[config.mk]
export PLATFORM = sky130hd
export DESIGN_NAME = fact_dn_counter
export DESIGN_NICKNAME = d
export VERILOG_FILES = /design/src/rtl/fact_pkg.sv /design/src/rtl/fact_sat_sub.sv /design/src/rtl/fact_dn_counter.sv
export SDC_FILE = /design/constraint.sdc
export NUM_CORES = 1
export LEC_CHECK = 0
export CAP_MARGIN = 15
export CORE_AREA = 2 2 39 41
export CTS_BUF_LIST = sky130_fd_sc_hd__clkbuf_8
export CTS_CLUSTER_SIZE = 14
export DETAILED_ROUTE_END_ITERATION = 10
export DIE_AREA = 0 0 41 43
export HOLD_SLACK_MARGIN = 0.05
export PLACE_DENSITY = 0.65
export RECOVER_POWER = 100
export SETUP_SLACK_MARGIN = 0.3
export SLEW_MARGIN = 20
export SYNTH_ARGS = -nofsm -noshare
export SYNTH_HDL_FRONTEND = slang
export SYNTH_HIERARCHICAL = 1
export SYNTH_SLANG_ARGS = --single-unit
export TNS_END_PERCENT = 5
[constraint.sdc]
create_clock -name clk -period 4 [get_ports clk]
set_input_delay 0.4 -clock clk [delete_from_list [all_inputs] [get_ports clk]]
set_output_delay 0.4 -clock clk [all_outputs]
set_load 0.02 [all_outputs]
[src/rtl/fact_pkg.sv]
// Shared types and defaults for the factorial datapath blocks.
package fact_pkg;

    typedef enum logic [1:0] {
        IDLE = 2'd0,
        RUN  = 2'd1,
        DONE = 2'd2
    } cnt_state_t;

    localparam int FACT_W = 4;

endpackage

[src/rtl/fact_sat_sub.sv]
// Saturating subtract of a constant step: result clamps at zero instead of wrapping.
module fact_sat_sub #(
    parameter int          WIDTH = fact_pkg::FACT_W,
    parameter int unsigned STEP  = 1
) (
    input  logic [WIDTH-1:0] a,
    output logic [WIDTH-1:0] nxt,
    output logic             uflow
);

    localparam logic [WIDTH-1:0] STEP_W = WIDTH'(STEP);

    always_comb begin
        uflow = (a < STEP_W);
        nxt   = uflow ? '0 : (a - STEP_W);
    end

endmodule

[src/rtl/fact_dn_counter.sv]
// Loadable down-counter with terminal-count detection; sequences the factorial
// multiply iterations (IDLE -> RUN -> DONE).
module fact_dn_counter
    import fact_pkg::*;
#(
    parameter int          WIDTH = FACT_W,
    parameter int unsigned STEP  = 1,
    parameter int unsigned FLOOR = 1
) (
    input  logic             clk,
    input  logic             rst_n,
    input  logic             clr,
    input  logic             ld,
    input  logic [WIDTH-1:0] n,
    input  logic             en,
    output logic [WIDTH-1:0] cnt,
    output logic             gt,
    output logic             busy,
    output logic             tc
);

    localparam logic [WIDTH-1:0] FLOOR_W = WIDTH'(FLOOR);

    cnt_state_t       state_q, state_d;
    logic [WIDTH-1:0] cnt_q, cnt_d;
    logic             tc_q, tc_d;
    logic [WIDTH-1:0] nxt;
    logic             uflow;

    fact_sat_sub #(
        .WIDTH (WIDTH),
        .STEP  (STEP)
    ) u_sat_sub (
        .a     (cnt_q),
        .nxt   (nxt),
        .uflow (uflow)
    );

    always_ff @(posedge clk or negedge rst_n) begin
        if (!rst_n) begin
            state_q <= IDLE;
            cnt_q   <= '0;
            tc_q    <= 1'b0;
        end else begin
            state_q <= state_d;
            cnt_q   <= cnt_d;
            tc_q    <= tc_d;
        end
    end

    // Priority clr > ld > en; a load always restarts and drops any pending terminal event.
    always_comb begin
        state_d = state_q;
        cnt_d   = cnt_q;
        tc_d    = 1'b0;
        if (clr) begin
            state_d = IDLE;
            cnt_d   = '0;
        end else if (ld) begin
            cnt_d = n;
            if (n > FLOOR_W) begin
                state_d = RUN;
            end else begin
                state_d = DONE;
                tc_d    = 1'b1;
            end
        end else if (en && (state_q == RUN)) begin
            cnt_d = nxt;
            if (uflow || (nxt <= FLOOR_W)) begin
                state_d = DONE;
                tc_d    = 1'b1;
            end
        end
    end

    assign cnt  = cnt_q;
    assign tc   = tc_q;
    assign busy = (state_q == RUN);
    assign gt   = (cnt_q > FLOOR_W);

endmodule

==> results of run 1 <==
metal layers:
metal  vias to the layer above  global-route usage  part of all wire
li1                        226                   -                 -
met1                       199               0.144              0.45
met2                        14               0.194              0.46
met3                         3              0.0366             0.054
met4                         0               0.153             0.034
met5                         -                   0                 0
worst paths after layout:
check                      cells past startpoint  startpoint  slack (ns)          to
min                                            1       rst_n        0.49          tc
max                                            2      cnt[3]        1.92          gt
max reg2reg                                    7      cnt[0]        2.13          tc
min in group clk                               2  state_q[0]        0.59  state_q[0]
min reg2reg                                    2  state_q[0]        0.59  state_q[0]
max in group asynchronous                      1       rst_n        3.28      cnt[1]
state kept, by name, summed over array words and instances, names as in the netlist:
name and flops:
state_q 2, tc 1, cnt 4
critical path, delay by kind of cell (launching register included):
kind	cells	cell delay [ns]
DFF	1	0.43
and+or+nand+nor	1	0.37
buffers and inverters	1	0.65
cell usage after synthesis, drive strengths merged:
library cell	count	area [um2]
a32oi	1	8.76
and3b	1	10.0
buf	1	11.3
dfrtp	7	175
ha	1	12.5
inv	2	7.51
mux2	1	15.0
mux2i	1	10.0
nand2	3	11.3
nand2b	1	6.26
nand3b	1	7.51
nor2	4	15.0
nor2b	6	37.5
nor3	10	55.1
nor3b	1	12.5
nor4	4	25.0
o211ai	1	7.51
o21ai	1	5.00
o2bb2a	1	20.0
o31ai	1	7.51
or3	2	17.5
where the power goes:
group          internal, mW  switching (mW)
logic                0.0314          0.0328
clock network        0.0663          0.0302
registers            0.0766         0.00748
total                 0.174          0.0705
cell families after synthesis:
logic type	Yosys count
AOI/OAI and AO/OA	5
buffers and inverters	3
and+or+nand+nor	33
DFF	7
adders and majority gates	1
muxes	2
through the flow:
step           setup WS [ns]  hold WS [ns]
6_report                1.92         0.492
5_1_grt                 1.83         0.530
4_1_cts                 2.01         0.432
3_5_place_dp            2.23         0.588
3_3_place_gp            2.26         0.570
2_1_floorplan           2.44         0.104
final cells by class:
| cell class | instances | area share |
|---|---|---|
| flip-flops and latches | 7 | 0.260 |
| inverters | 2 | 0.0112 |
| multi-input cells | 41 | 0.409 |
| clock buffers | 3 | 0.0613 |
| clock inverters | 1 | 0.00558 |
| well taps | 16 | 0.0297 |
| repair buffers | 15 | 0.223 |
==> impl_metrics.yaml, run 1 <==
status:
  status: "finished clean"
sta:
  max_slew_margin: 0.670
  min_period_ns: 2.08
  rsz0062_at_grt: "false"
  final_max_slew_viol_count: 0
  setup_viol: 0
  hold_viol: 0
  fin_crit_sh: 0.520
  final.setup.tns_ns: 0
  max_freq_ghz: 0.481
  worst_pin_slew_ns: 0.494
  clock_skew_ns: 0.000897
logic_synthesis:
  ys_warn_count: 6
  synth_mux_area_frac: 0.0524
  synthAdderAreaFrac: 0.0262
  syn_nets: 61
  postSynthCellCount: 51
  synth_top_family_by_area: "simple AND/OR/NAND/NOR gates"
  yosysUniqueCellTypes: 23
  synth-compound-area-share: 0.102
  synth-seq-area-share: 0.366
  netlist_area_um2: 478
  syn_avg_cell_area_um2: 9.37
  synth-simple-area-share: 0.414
  synth-seq-cells: 7
  yosys.area_share.xor_xnor: 0
pwr:
  p_total_mw: 0.245
  ir_worst_vdd_v: 0.000120
  p_per_area_nw_per_um2: 364
  leakagePower_nw: 0.284
cells_and_area:
  drive_above_1_share: 0.101
  area_growth_pct: 40.8
  fill_cells: 134
  final_cell_mix: "nor3_1, dlygate4sd3_1, dfrtp_1, clkdlybuf4s50_1, nor2b_1"
  regArea_um2: 175
  fin_cells: 85
  fin_nets: 80
  multi_input_area_um2: 275
  diodes: 0
  final_area_um2: 673
  final_common_cell: "nor3_1"
  post-route-util: 0.486
die:
  ios: 16
  initial_core_util: 0.345
  rows: 14
  die_y_um: 43
  fp.dieW_um: 41
  dieArea_um2: 1760
  core_area_um2: 1380
grt:
  grt_pass1_vias: 413
  grt_max_degree: 16
  grt.total_usage: 0.137
  grt_pass1_wl_um: 1570
  antenna_found_initial: 0
  grt_overflow: 0
clock_tree:
  cts_setup_buffers: 0
  clk_pin_slew_ns: 0.04
  cts-resized-gates: 0
  htreeDepth: 1
  cts_sinks: 7
  insertion_delay_ns: 0.23
  tritoncts: "built"
  numCtsBuffers: 3
  ctsRootBufferMaster: "clkbuf_8"
  cts_hold_buf: 0
  cts_buffer_depth: 2
placed_design:
  gp_congestion: 0.769
  hpwl_um: 755
  place_area_um2: 637
  dp_cells: 81
  portBuffers: 15
critical_path:
  required_ns: 3.60
  worstPathCellList: "or3_1, dlygate4sd3_1"
  crit_fanout: 7
  critPathCaptureType: "primary output"
  arrival_ns: 1.68
  critical-path-max-stage-delay_ns: 0.65
  cp_slowest_cell: "dlygate4sd3_1"
  worst_setup_path_start_kind: "flop"
  critPathKind: "flop to primary output"
drt:
  drtPass1Iterations: 3
  final_antenna_net_count: 0
  drc: 0
  vias_per_cell: 5.20
  route.detailed.wl_per_inst_um: 10.9
  drtIter0Drc: 2
  wl_um: 923
  vias: 442
hold_path:
  min_path_type: "input pin to async pin"
job:
  drv_cap: 0
Power figures use the tool's default switching activity.
==> run 2: changes to the inputs <==
PLACE_DENSITY = 0.68   (was 0.65)
clock period = 1.7 ns   (was 4 ns; I/O delays follow)
==> run 2 against run 1 <==
Effect of this change: utilization increased by 9.0 points; register-to-register slack worse by 2.0 ns; highest routed layer unchanged; die area unchanged; first-iteration DRC count grew to 4.0 times the previous value; clock skew about the same; combinational power rose to 3.8 times the previous value; sequential share of layout area shrank 3.6 points; sequential power is 140% higher; global-route usage is 4.7 points higher; hold slack worse by 0.22 ns.
==> impl_metrics.yaml, run 2 (synthesis gave the netlist of run 1 again) <==
status:
  status: "finished clean"
critical_path:
  crit_family: "buffers and inverters"
  critPathKind: "flop to primary output"
  worst_setup_path_start_kind: "flop"
  rrSetupSlack_ns: 0.13
  crit_buf_inv: 2
  critPathCaptureType: "primary output"
  arrival_ns: 1.45
  required_ns: 1.53
  worstPathCellList: "buf_4, dlygate4sd3_1"
  crit_fanout: 4
  cp_slowest_cell: "dlygate4sd3_1"
  critical-path-max-stage-delay_ns: 0.64
pwr:
  ir_worst_vdd_v: 0.000376
  p_seq_frac: 0.299
  p_per_area_nw_per_um2: 844
  netSwitchingPower_mw: 0.207
  leakagePower_nw: 0.335
  pwr-share-clk: 0.340
  p_comb_frac: 0.361
  p_int_mw: 0.466
  p_sw_frac: 0.308
drt:
  vias_per_cell: 5.59
  drc: 0
  route.detailed.wl_per_inst_um: 14.5
  drtPass1Iterations: 4
  wl_um: 1350
  final_antenna_net_count: 0
  vias: 520
  drtIter0Drc: 8
grt:
  grt_pass1_wl_um: 2130
  grt_pass1_vias: 500
  antenna_found_initial: 0
  grt_max_degree: 15
  grt.total_usage: 0.184
  grt_overflow: 0
clock_tree:
  insertion_delay_ns: 0.23
  ctsRootBufferMaster: "clkbuf_8"
  cts_sinks: 7
  htreeDepth: 1
  clk_pin_slew_ns: 0.04
  tritoncts: "built"
  numCtsBuffers: 3
  cts_buffer_depth: 2
die:
  die_y_um: 43
  dieArea_um2: 1760
  fp.dieW_um: 41
  rows: 14
  ios: 16
  core_area_um2: 1380
  initial_core_util: 0.345
sta:
  hold_viol: 0
  fin_crit_sh: 0.950
  clock_skew_ns: 0.000806
  rsz0062_at_grt: "true"
  max_freq_ghz: 0.619
  worst_pin_slew_ns: 0.345
  setup_viol: 0
  final.setup.tns_ns: 0
  hold_ws_ns: 0.275
  min_period_ns: 1.62
  max_slew_margin: 0.769
  final_max_slew_viol_count: 0
cells_and_area:
  fin_cells: 93
  largest_reg_flops: 4
  multi_input_area_um2: 338
  fill_cells: 122
  regArea_um2: 179
  drive_above_1_share: 0.351
  diodes: 0
  final_cell_mix: "nor3_1, buf_4, clkdlybuf4s50_1"
  fin_nets: 88
  area_growth_pct: 66.8
placed_design:
  gp_congestion: 0.779
  hpwl_um: 864
  portBuffers: 15
  dp_cells: 83
hold_path:
  min_path_type: "input pin to async pin"
job:
  drv_cap: 0
==> run 2: cell types whose count changed in the layout (fill, tap and decap cells not counted), sizes merged <==
cell         before  now
dlygate4sd3       8    6
dlygate4sd2       0    2
buf               0    8
==> run 2: area by class of cell <==
type | count | area share
clock buffer | 3 | 0.0518
clock inverter | 1 | 0.00471
inverter | 2 | 0.00942
multi-input combinational | 41 | 0.424
sequential | 7 | 0.224
tap | 16 | 0.0251
timing repair buffer | 23 | 0.261
==> run 2: final timing paths <==
check / from / cells past startpoint / end
worst max-delay path: cnt[1] / 2 / cnt[1]
worst min-delay path: rst_n / 1 / state_q[1]
worst max register to register: cnt[0] / 7 / tc
min in group clk: n[0] / 3 / cnt[0]
max in group asynchronous: rst_n / 1 / cnt[2]
worst min register to register: state_q[0] / 2 / state_q[0]
==> run 2: power by group through the flow <==
stage / Clock [mW] / Combinational, mW / Sequential (mW)
floorplan: 0 / 0.103 / 0.212
detailed placement: 0 / 0.190 / 0.202
finish: 0.229 / 0.243 / 0.201
global route: 0.243 / 0.259 / 0.203
CTS: 0.226 / 0.222 / 0.198
global placement: 0 / 0.189 / 0.201
==> run 2: worst reg2reg max path: stages (launching register included) <==
cell      delay, ns
dfrtp_2        0.41
inv_2          0.06
ha_4           0.17
nor3b_4        0.16
nor2_2         0.19
nor3_4         0.07
o211ai_1       0.27
o21ai_1        0.11
==> run 2: stage by stage <==
stage	worst slack, ns	util	power (mW)	instance area [um2]
2_1_floorplan	0.259	-	0.315	508
3_3_place_gp	0.189	0.493	0.390	682
3_5_place_dp	0.198	0.493	0.391	682
4_1_cts	0.169	0.552	0.646	764
5_1_grt	0.0113	0.576	0.705	797
6_report	0.0849	0.576	0.673	797
==> run 2: metal layers <==
| layer | track usage | wire length [um] | vias to the layer above | share of wire |
|---|---|---|---|---|
| met5 | 0 | 0 | - | 0 |
| met4 | 0.127 | 52 | 0 | 0.039 |
| met3 | 0.0314 | 44 | 6 | 0.033 |
| met2 | 0.309 | 717 | 17 | 0.53 |
| met1 | 0.191 | 532 | 257 | 0.39 |
| li1 | - | - | 240 | - |
==> run 2: repair_timing <==
action,CTS,global route
buffers inserted,4,2
hold buffers,0,0
gates resized for setup,4,3
setup endpoints to repair,11,12
pin swaps,3,4
==> run 3: changes to the inputs <==
CTS_BUF_LIST = unset   (was sky130_fd_sc_hd__clkbuf_8)
RECOVER_POWER = unset   (was 100)
==> run 3 against run 2 <==
Effect of this change: register-to-register slack got worse by 0.02 ns; die area did not move; worst setup slack improved by 0.030 ns; highest routed layer unchanged; critical path type is now flop to flop; fmax rose by 1.9%; non-clock buffer count fell by 3.
==> impl_metrics.yaml, run 3 (synthesis gave the netlist of run 1 again) <==
critical_path:
  worst_setup_path_start_kind: "flop"
  critPathCaptureType: "flop"
  cp_slowest_cell: "dfrtp_2"
  critPathKind: "flop to flop"
  required_ns: 1.88
  crit_buf_inv: 1
  worstPathCellList: "inv_2, ha_4, nor3b_4, nor2_2, nor3_4, o211ai_1, o21ai_1"
  crit_fanout: 4
  arrival_ns: 1.76
  critical-path-max-stage-delay_ns: 0.44
  crit_family: "simple AND/OR/NAND/NOR gates"
pwr:
  p_int_mw: 0.385
  pwr-share-clk: 0.269
  p_seq_frac: 0.350
  netSwitchingPower_mw: 0.188
  leakagePower_nw: 0.297
  p_comb_frac: 0.382
  p_per_area_nw_per_um2: 761
  p_sw_frac: 0.328
  ir_worst_vdd_v: 0.000284
drt:
  drc: 0
  wl_um: 1240
  vias_per_cell: 5.52
  final_antenna_net_count: 0
  drtIter0Drc: 21
  drtPass1Iterations: 4
  route.detailed.wl_per_inst_um: 13.8
  vias: 497
sta:
  clock_skew_ns: 0.00215
  final.setup.tns_ns: 0
  fin_crit_sh: 0.932
  setup_viol: 0
  max_slew_margin: 0.773
  final_max_slew_viol_count: 0
  max_freq_ghz: 0.631
  hold_viol: 0
  worst_pin_slew_ns: 0.340
  min_period_ns: 1.59
  rsz0062_at_grt: "true"
placed_design:
  portBuffers: 15
  dp_cells: 83
  hpwl_um: 864
  gp_congestion: 0.779
job:
  drv_cap: 0
clock_tree:
  htreeDepth: 1
  numCtsBuffers: 3
  cts_sinks: 7
  insertion_delay_ns: 0.26
  clk_pin_slew_ns: 0.05
  cts_hold_buf: 0
  tritoncts: "built"
  ctsRootBufferMaster: "clkbuf_4"
  cts_buffer_depth: 2
cells_and_area:
  fin_nets: 85
  final_common_cell: "clkdlybuf4s50_1"
  drive_above_1_share: 0.311
  diodes: 0
  area_growth_pct: 57.6
  largest_reg_flops: 4
  fin_cells: 90
  final_cell_mix: "clkdlybuf4s50_1, nor3_1, nor2b_1"
grt:
  grt_pass1_wl_um: 1880
  grt_max_degree: 15
  grt_pass1_vias: 457
  grt.total_usage: 0.166
  grt_overflow: 0
  antenna_found_initial: 0
die:
  rows: 14
  die_y_um: 43
  fp.dieW_um: 41
  dieArea_um2: 1760
  ios: 16
  initial_core_util: 0.345
  core_area_um2: 1380
hold_path:
  min_path_type: "input pin to async pin"
status:
  status: "finished clean"
run 3: cell types whose count changed in the layout (fill, tap and decap cells not counted), moves of 3 or more:
cell	previous run	this run
clkdlybuf4s50_1	7	13
dlygate4sd3_1	6	0
clkbuf_8	3	0
buf_4	8	5
clkbuf_4	0	3
run 3: final timing paths:
check                           start  slack [ns]          to  cells after the start
hold reg to reg            state_q[0]        0.61  state_q[0]                      2
setup / recovery               cnt[1]        0.11          tc                      7
min in group clk                 n[0]        0.50      cnt[0]                      3
max in group asynchronous       rst_n        1.27      cnt[2]                      1
setup reg to reg               cnt[1]        0.11          tc                      7
hold / removal                  rst_n        0.17      cnt[1]                      1
run 3: final cells by class:
| class | count | area [um2] |
|---|---|---|
| sequential | 7 | 179 |
| inverter | 2 | 7.51 |
| clock buffer | 4 | 26.3 |
| fill | 127 | 631 |
| multi-input combinational | 41 | 335 |
| timing repair buffer | 20 | 185 |
| tap | 16 | 20.0 |
run 3: metal layers:
layer,vias up,track usage,share of wire
li1,232,-,-
met1,228,0.178,0.37
met2,30,0.263,0.52
met3,7,0.0157,0.057
met4,0,0.153,0.050
met5,-,0,0
run 3: power by group through the flow:
stage          Sequential [mW]  Combinational, mW  Clock, mW
2_1_floorplan            0.212              0.103          0
3_3_place_gp             0.201              0.189          0
3_5_place_dp             0.202              0.190          0
4_1_cts                  0.199              0.187      0.153
5_1_grt                  0.202              0.237      0.166
6_report                 0.201              0.219      0.154
run 3: repair_timing:
item / CTS / global route
buffers inserted: 0 / 3
cloned: 0 / 0
pin swaps: 1 / 3
endpoints found under the setup margin: 9 / 12
gates resized for setup: 2 / 4
run 3: per-stage QoR:
step	hold WS [ns]	setup slack (ns)	total power [mW]	area, um2	utilization
2_1_floorplan	-0.126	0.259	0.315	508	-
6_report	0.173	0.115	0.573	753	0.544
3_5_place_dp	0.448	0.198	0.391	682	0.493
4_1_cts	0.181	0.142	0.539	706	0.510
3_3_place_gp	0.450	0.189	0.390	682	0.493
5_1_grt	0.185	0.0237	0.605	753	0.544
